`config.mk`:
```
export PLATFORM = sky130hd
export DESIGN_NAME = nx_mesh_egress
export DESIGN_NICKNAME = d
export VERILOG_FILES = /design/src/rtl/nx_mesh_egress.sv
export SDC_FILE = /design/constraint.sdc
export NUM_CORES = 1
export LEC_CHECK = 0
export CORE_UTILIZATION = 52
export CTS_BUF_LIST = sky130_fd_sc_hd__clkbuf_4 sky130_fd_sc_hd__clkbuf_8
export DETAILED_ROUTE_END_ITERATION = 8
export HOLD_SLACK_MARGIN = 0.12
export PLACE_DENSITY = 0.89
export SLEW_MARGIN = 30
export SYNTH_ARGS = -nofsm -noshare
export SYNTH_HDL_FRONTEND = slang
export SYNTH_SLANG_ARGS = --single-unit
```
`constraint.sdc`:
```
create_clock -name clk_i -period 4.1 [get_ports clk_i]
set_input_delay 1.025 -clock clk_i [delete_from_list [all_inputs] [get_ports clk_i]]
set_output_delay 1.025 -clock clk_i [all_outputs]
set_load 0.02 [all_outputs]
```
`src/rtl/nx_mesh_egress.sv`:
```
`default_nettype none
// ============================================================================
//  Module   : nx_mesh_egress
//  Purpose  : Merges CHANNELS mesh-column message streams into one outbound
//             stream. A round-robin arbiter selects a column and the chosen
//             message is buffered in a FIFO_DEPTH-entry output FIFO.
//  Options  : NX_EGRESS_COUNT_EN adds sent_count_o, a 32-bit wrapping count
//             of outbound transfers.
//  Revision : 1.0  initial release
// ============================================================================
module nx_mesh_egress #(
    parameter int CHANNELS     = 3,
    parameter int STREAM_WIDTH = 32,
    parameter int FIFO_DEPTH   = 4
) (
    input  logic                             clk_i,
    input  logic                             rst_i,
    input  logic [CHANNELS*STREAM_WIDTH-1:0] ch_data_i,
    input  logic [CHANNELS-1:0]              ch_valid_i,
    output logic [CHANNELS-1:0]              ch_ready_o,
    output logic [STREAM_WIDTH-1:0]          outbound_data_o,
    output logic                             outbound_valid_o,
    input  logic                             outbound_ready_i,
    output logic [$clog2(FIFO_DEPTH):0]      level_o,
    output logic                             idle_o
`ifdef NX_EGRESS_COUNT_EN
    ,
    output logic [31:0]                      sent_count_o
`endif
);

    localparam int c_PTR_W  = (CHANNELS > 1) ? $clog2(CHANNELS) : 1;
    localparam int c_ADDR_W = $clog2(FIFO_DEPTH);
    localparam int c_LVL_W  = c_ADDR_W + 1;

    localparam logic [c_PTR_W-1:0]  c_LAST_CH  = c_PTR_W'(CHANNELS - 1);
    localparam logic [c_LVL_W-1:0]  c_FULL_LVL = c_LVL_W'(FIFO_DEPTH);
    localparam logic [CHANNELS-1:0] c_ONE_HOT0 = CHANNELS'(1);

    // Arbiter and FIFO state
    logic [c_PTR_W-1:0]      ptr_q, ptr_d;
    logic [c_LVL_W-1:0]      level_q, level_d;
    logic [c_ADDR_W-1:0]     wr_ptr_q, rd_ptr_q;
    logic [STREAM_WIDTH-1:0] mem_q [FIFO_DEPTH];

    // Combinational control
    logic                    w_gnt_any;
    logic [c_PTR_W-1:0]      w_gnt_idx;
    logic                    w_full;
    logic                    w_empty;
    logic                    w_push;
    logic                    w_pop;
    logic [STREAM_WIDTH-1:0] w_push_data;

    assign w_full  = (level_q == c_FULL_LVL);
    assign w_empty = (level_q == '0);

    // Round-robin search: first valid channel starting at ptr, wrapping modulo CHANNELS
    always_comb begin
        int idx;
        w_gnt_any = 1'b0;
        w_gnt_idx = '0;
        idx       = 0;
        for (int k = 0; k < CHANNELS; k++) begin
            idx = int'(ptr_q) + k;
            if (idx >= CHANNELS) begin
                idx = idx - CHANNELS;
            end
            if (!w_gnt_any && ch_valid_i[idx]) begin
                w_gnt_any = 1'b1;
                w_gnt_idx = c_PTR_W'(idx);
            end
        end
    end

    // A grant is only offered when there is room; a pop in the same cycle does
    // not free space for a push, which keeps outbound_ready_i off this path.
    assign w_push      = w_gnt_any && !w_full && !rst_i;
    assign ch_ready_o  = w_push ? (c_ONE_HOT0 << w_gnt_idx) : '0;
    assign w_push_data = ch_data_i[w_gnt_idx*STREAM_WIDTH +: STREAM_WIDTH];
    assign w_pop       = !w_empty && outbound_ready_i && !rst_i;

    // Next pointer and occupancy
    always_comb begin
        ptr_d   = ptr_q;
        level_d = level_q;
        if (w_push) begin
            ptr_d = (w_gnt_idx == c_LAST_CH) ? '0 : (w_gnt_idx + 1'b1);
        end
        case ({w_push, w_pop})
            2'b10:   level_d = level_q + 1'b1;
            2'b01:   level_d = level_q - 1'b1;
            default: level_d = level_q;
        endcase
    end

    // Control registers; reset discards everything buffered
    always_ff @(posedge clk_i) begin
        if (rst_i) begin
            ptr_q    <= '0;
            level_q  <= '0;
            wr_ptr_q <= '0;
            rd_ptr_q <= '0;
        end else begin
            ptr_q   <= ptr_d;
            level_q <= level_d;
            if (w_push) begin
                wr_ptr_q <= wr_ptr_q + 1'b1;
            end
            if (w_pop) begin
                rd_ptr_q <= rd_ptr_q + 1'b1;
            end
        end
    end

    // FIFO storage; contents are don't-care while the entry is unoccupied
    always_ff @(posedge clk_i) begin
        if (w_push) begin
            mem_q[wr_ptr_q] <= w_push_data;
        end
    end

    assign outbound_valid_o = !w_empty;
    assign outbound_data_o  = w_empty ? '0 : mem_q[rd_ptr_q];
    assign level_o          = level_q;
    assign idle_o           = w_empty && (ch_valid_i == '0);

`ifdef NX_EGRESS_COUNT_EN
    logic [31:0] sent_count_q;

    // Outbound transfer counter, wraps naturally at 2^32
    always_ff @(posedge clk_i) begin
        if (rst_i) begin
            sent_count_q <= '0;
        end else if (w_pop) begin
            sent_count_q <= sent_count_q + 32'd1;
        end
    end

    assign sent_count_o = sent_count_q;
`endif

endmodule
`default_nettype wire

```
==> results.yml <==
global_routing:
  grtUsageTotal: 0.231
  grt_max_degree: 37
  antenna_found_initial: 0
  grt_pass1_wl_mm: 21.4
  first_global_vias: 4227
  grt_remaining_overflow: 0
power_and_ir_drop:
  finalPower_mw: 7.09
  leakage_nw: 2.86
  internal_power_mw: 4.50
  powerDensity_nw_per_um2: 851
  seqPwrFrac: 0.352
  power_switching_share: 0.365
  p_comb_frac: 0.504
  power.share.clock: 0.144
  ir_drop_mv: 0.910
  switchingPower_mw: 2.59
worst_setup_path:
  critPathRequiredTime_ns: 3.07
  worstPathCellList: "clkdlybuf4s50_1 -> mux2i_4 -> o211a_1 -> mux2i_4 -> o21a_4 -> nor3_1 -> dlygate4sd2_1"
  startpoint_type: "input port"
  r2r_cells: 13
  end_kind: "output pin"
  crit_type: "in -> out"
  r2r-start: "ptr_q[0]"
  cpMostUsedCell: "mux2i_4"
  cp_max_fo: 5
  setup.worst_path.end: "ch_ready_o[0]"
  cpPeakStageDelay_ns: 0.54
  crit_family: "buffers and inverters"
  worstPathArrival_ns: 2.96
  crit_slowest_cell: "clkdlybuf4s50_1"
  critical_path_cell_count: 7
  critPathLaunch: "ch_valid_i[1]"
  reg2reg_slack_ns: 0.82
  rr_endpoint: "level_o[2]"
  crit_buf_inv: 2
routing:
  wl_mm: 13.9
  routed-via-count: 3908
  drt_iter0_drc: 209
  ant_nets: 0
  drt_pass1_iterations: 9
  drc: 8
  viasPerCell: 5.72
  wire_per_inst_um: 20.3
placed_design:
  pre_cts_ws_ns: -0.247
  io_buffers: 141
  dp_hpwl_mm: 9.19
  gp_congestion: 0.825
timing:
  fin_ws_ns: 0.114
  fmax_ghz: 0.251
  tightest_slew_ns: 0.860
  drv_slew: 0
  finalHoldViolations: 0
  slew_headroom: 0.426
  setup_viol: 0
  tns_ns: 0
  fin_crit_ns: 3.99
  finClkSkew_ns: 0.0109
  rsz0062_at_grt: "no"
  post-route-period-util: 0.972
synth:
  synth_cell_types: 40
  synth_flop_cell: "edfxtp_1"
  synth.yosys.seq_area_share: 0.651
  ys_warn_count: 0
  synth-seq-cells: 139
  synth_edf_count: 128
  syn_area_per_cell_um2: 16.9
  synthesis.area_um2: 6240
  synth_top_cell_by_area: "edfxtp_1"
  postSynth.asyncResetShare: 0
  synthCells: 370
  synth_fp_nets: 482
  synth_area_leaders: "edfxtp_1, mux4_2, and2_1"
  yosysTopAreaCellShare: 0.616
clocking:
  cts_tree: "yes"
  cts_max_level: 4
  cts.sink_count: 139
  clk_pin_slew_worst_paths_ns: 0.08
  hold_buffers: 0
  cts_max_path_buffers: 2
  clockRootBuffer: "clkbuf_8"
  clkLatencyLatePin_ns: 0.42
  post_cts_buffers: 0
  cts_made_buffers: 17
worst_hold_path:
  hp-class: "reg -> reg"
cells_and_area:
  diodes: 0
  drive_gt1_frac: 0.181
  nFillCells: 755
  layout.nets: 639
  final_common_cell: "clkdlybuf4s50_1"
  syn_to_final_growth_pct: 33.5
  final_cell_mix: "clkdlybuf4s50_1, edfxtp_1, and2_1"
  multi_input_area_um2: 2050
  ff_latch_area_um2: 4070
outcome:
  violations: "design-rule violations"
  status: "finished with violations"
die:
  die_height_um: 112
  core_um2: 11600
  start_util: 0.540
  die_w_um: 112
  rows: 39
  die_area_um2: 12500
  num_io_pins: 142
flow_run:
  cap_violations: 0
==> synthesized netlist by cell type (all sizes together), types with 3 or more instances <==
| cell | instances |
|---|---|
| nand2 | 5 |
| a221o | 32 |
| clkbuf | 10 |
| edfxtp | 128 |
| a21oi | 5 |
| mux2i | 5 |
| and2 | 68 |
| inv | 10 |
| ha | 9 |
| buf | 12 |
| xor2 | 4 |
| o22ai | 3 |
| mux4 | 32 |
| dfxtp | 11 |
| nor2 | 11 |
| o21ai | 3 |
==> power by group through the flow <==
| stage | clock network (mW) | registers [mW] | logic (mW) |
|---|---|---|---|
| 4_1_cts | 1.04 | 2.50 | 3.47 |
| 2_1_floorplan | 0 | 2.47 | 2.29 |
| 3_5_place_dp | 0 | 2.53 | 3.45 |
| 6_report | 1.02 | 2.49 | 3.58 |
| 3_3_place_gp | 0 | 2.49 | 3.31 |
| 5_1_grt | 1.10 | 2.53 | 3.80 |
==> per-stage QoR <==
stage	utilization	cells	cell area, µm²	hold slack, ns
floorplan	-	370	6240	0.485
global placement	0.683	650	7900	0.504
detailed placement	0.683	650	7900	0.542
CTS	0.715	682	8270	0.561
global route	0.721	683	8330	0.589
finish	0.721	683	8330	0.555
==> what timing repair did <==
action / 4_1_cts / 5_1_grt
gates resized for setup: 3 / 8
endpoints found under the setup margin: 3 / 2
pin swaps: 0 / 0
==> sequential cells by signal, summed over array words and instances (netlist names), named ones only <==
signal,count
ptr_q,2
level_o,3
wr_ptr_q,2
rd_ptr_q,2
mem_q,128
==> how the worst min path moves through the flow <==
stage                      from    endpoint  depth (start not counted)
floorplan           rd_ptr_q[1]    register                          2
global placement    rd_ptr_q[1]    register                          2
detailed placement  rd_ptr_q[1]    register                          2
CTS                  level_o[2]  level_o[2]                          2
global route         level_o[2]  level_o[2]                          2
finish               level_o[2]  level_o[2]                          2
==> logic make-up after synthesis <==
group	count (synthesis)	share of synthesized area
AO/OA/AOI/OAI	53	0.0801
flip-flops	139	0.651
multiplexers	37	0.125
buffers and inverters	32	0.0273
XOR/XNOR	5	0.00701
AND/OR/NAND/NOR	94	0.0882
adder cells (fa/ha/maj)	10	0.0212
==> worst register-to-register path, stage by stage (launching register included) <==
cell and delay (ns):
dfxtp_1 0.40, inv_1 0.11, ha_1 0.50, mux2i_2 0.31, o22ai_2 0.15, o31a_1 0.33, inv_1 0.11, buf_4 0.12
ha_1 0.17, inv_1 0.06, fa_1 0.37, xor2_1 0.16, or3_1 0.30, a21oi_1 0.14
==> per-layer routing <==
| layer | track usage | vias to the layer above | routed length [µm] |
|---|---|---|---|
| met5 | 0 | - | 0 |
| met4 | 0.0712 | 0 | 235 |
| met3 | 0.0533 | 19 | 670 |
| met2 | 0.430 | 143 | 7530 |
| met1 | 0.263 | 1959 | 5440 |
| li1 | - | 1787 | - |
==> final cells by class <==
cell class              count  share of cell area
inverters                  10             0.00450
flip-flops and latches    139               0.488
repair buffers            160               0.196
clock inverters            15              0.0170
clock buffers              17              0.0281
well taps                 143              0.0215
multi-input cells         199               0.245
No activity file was read; power rests on OpenSTA's default activity.
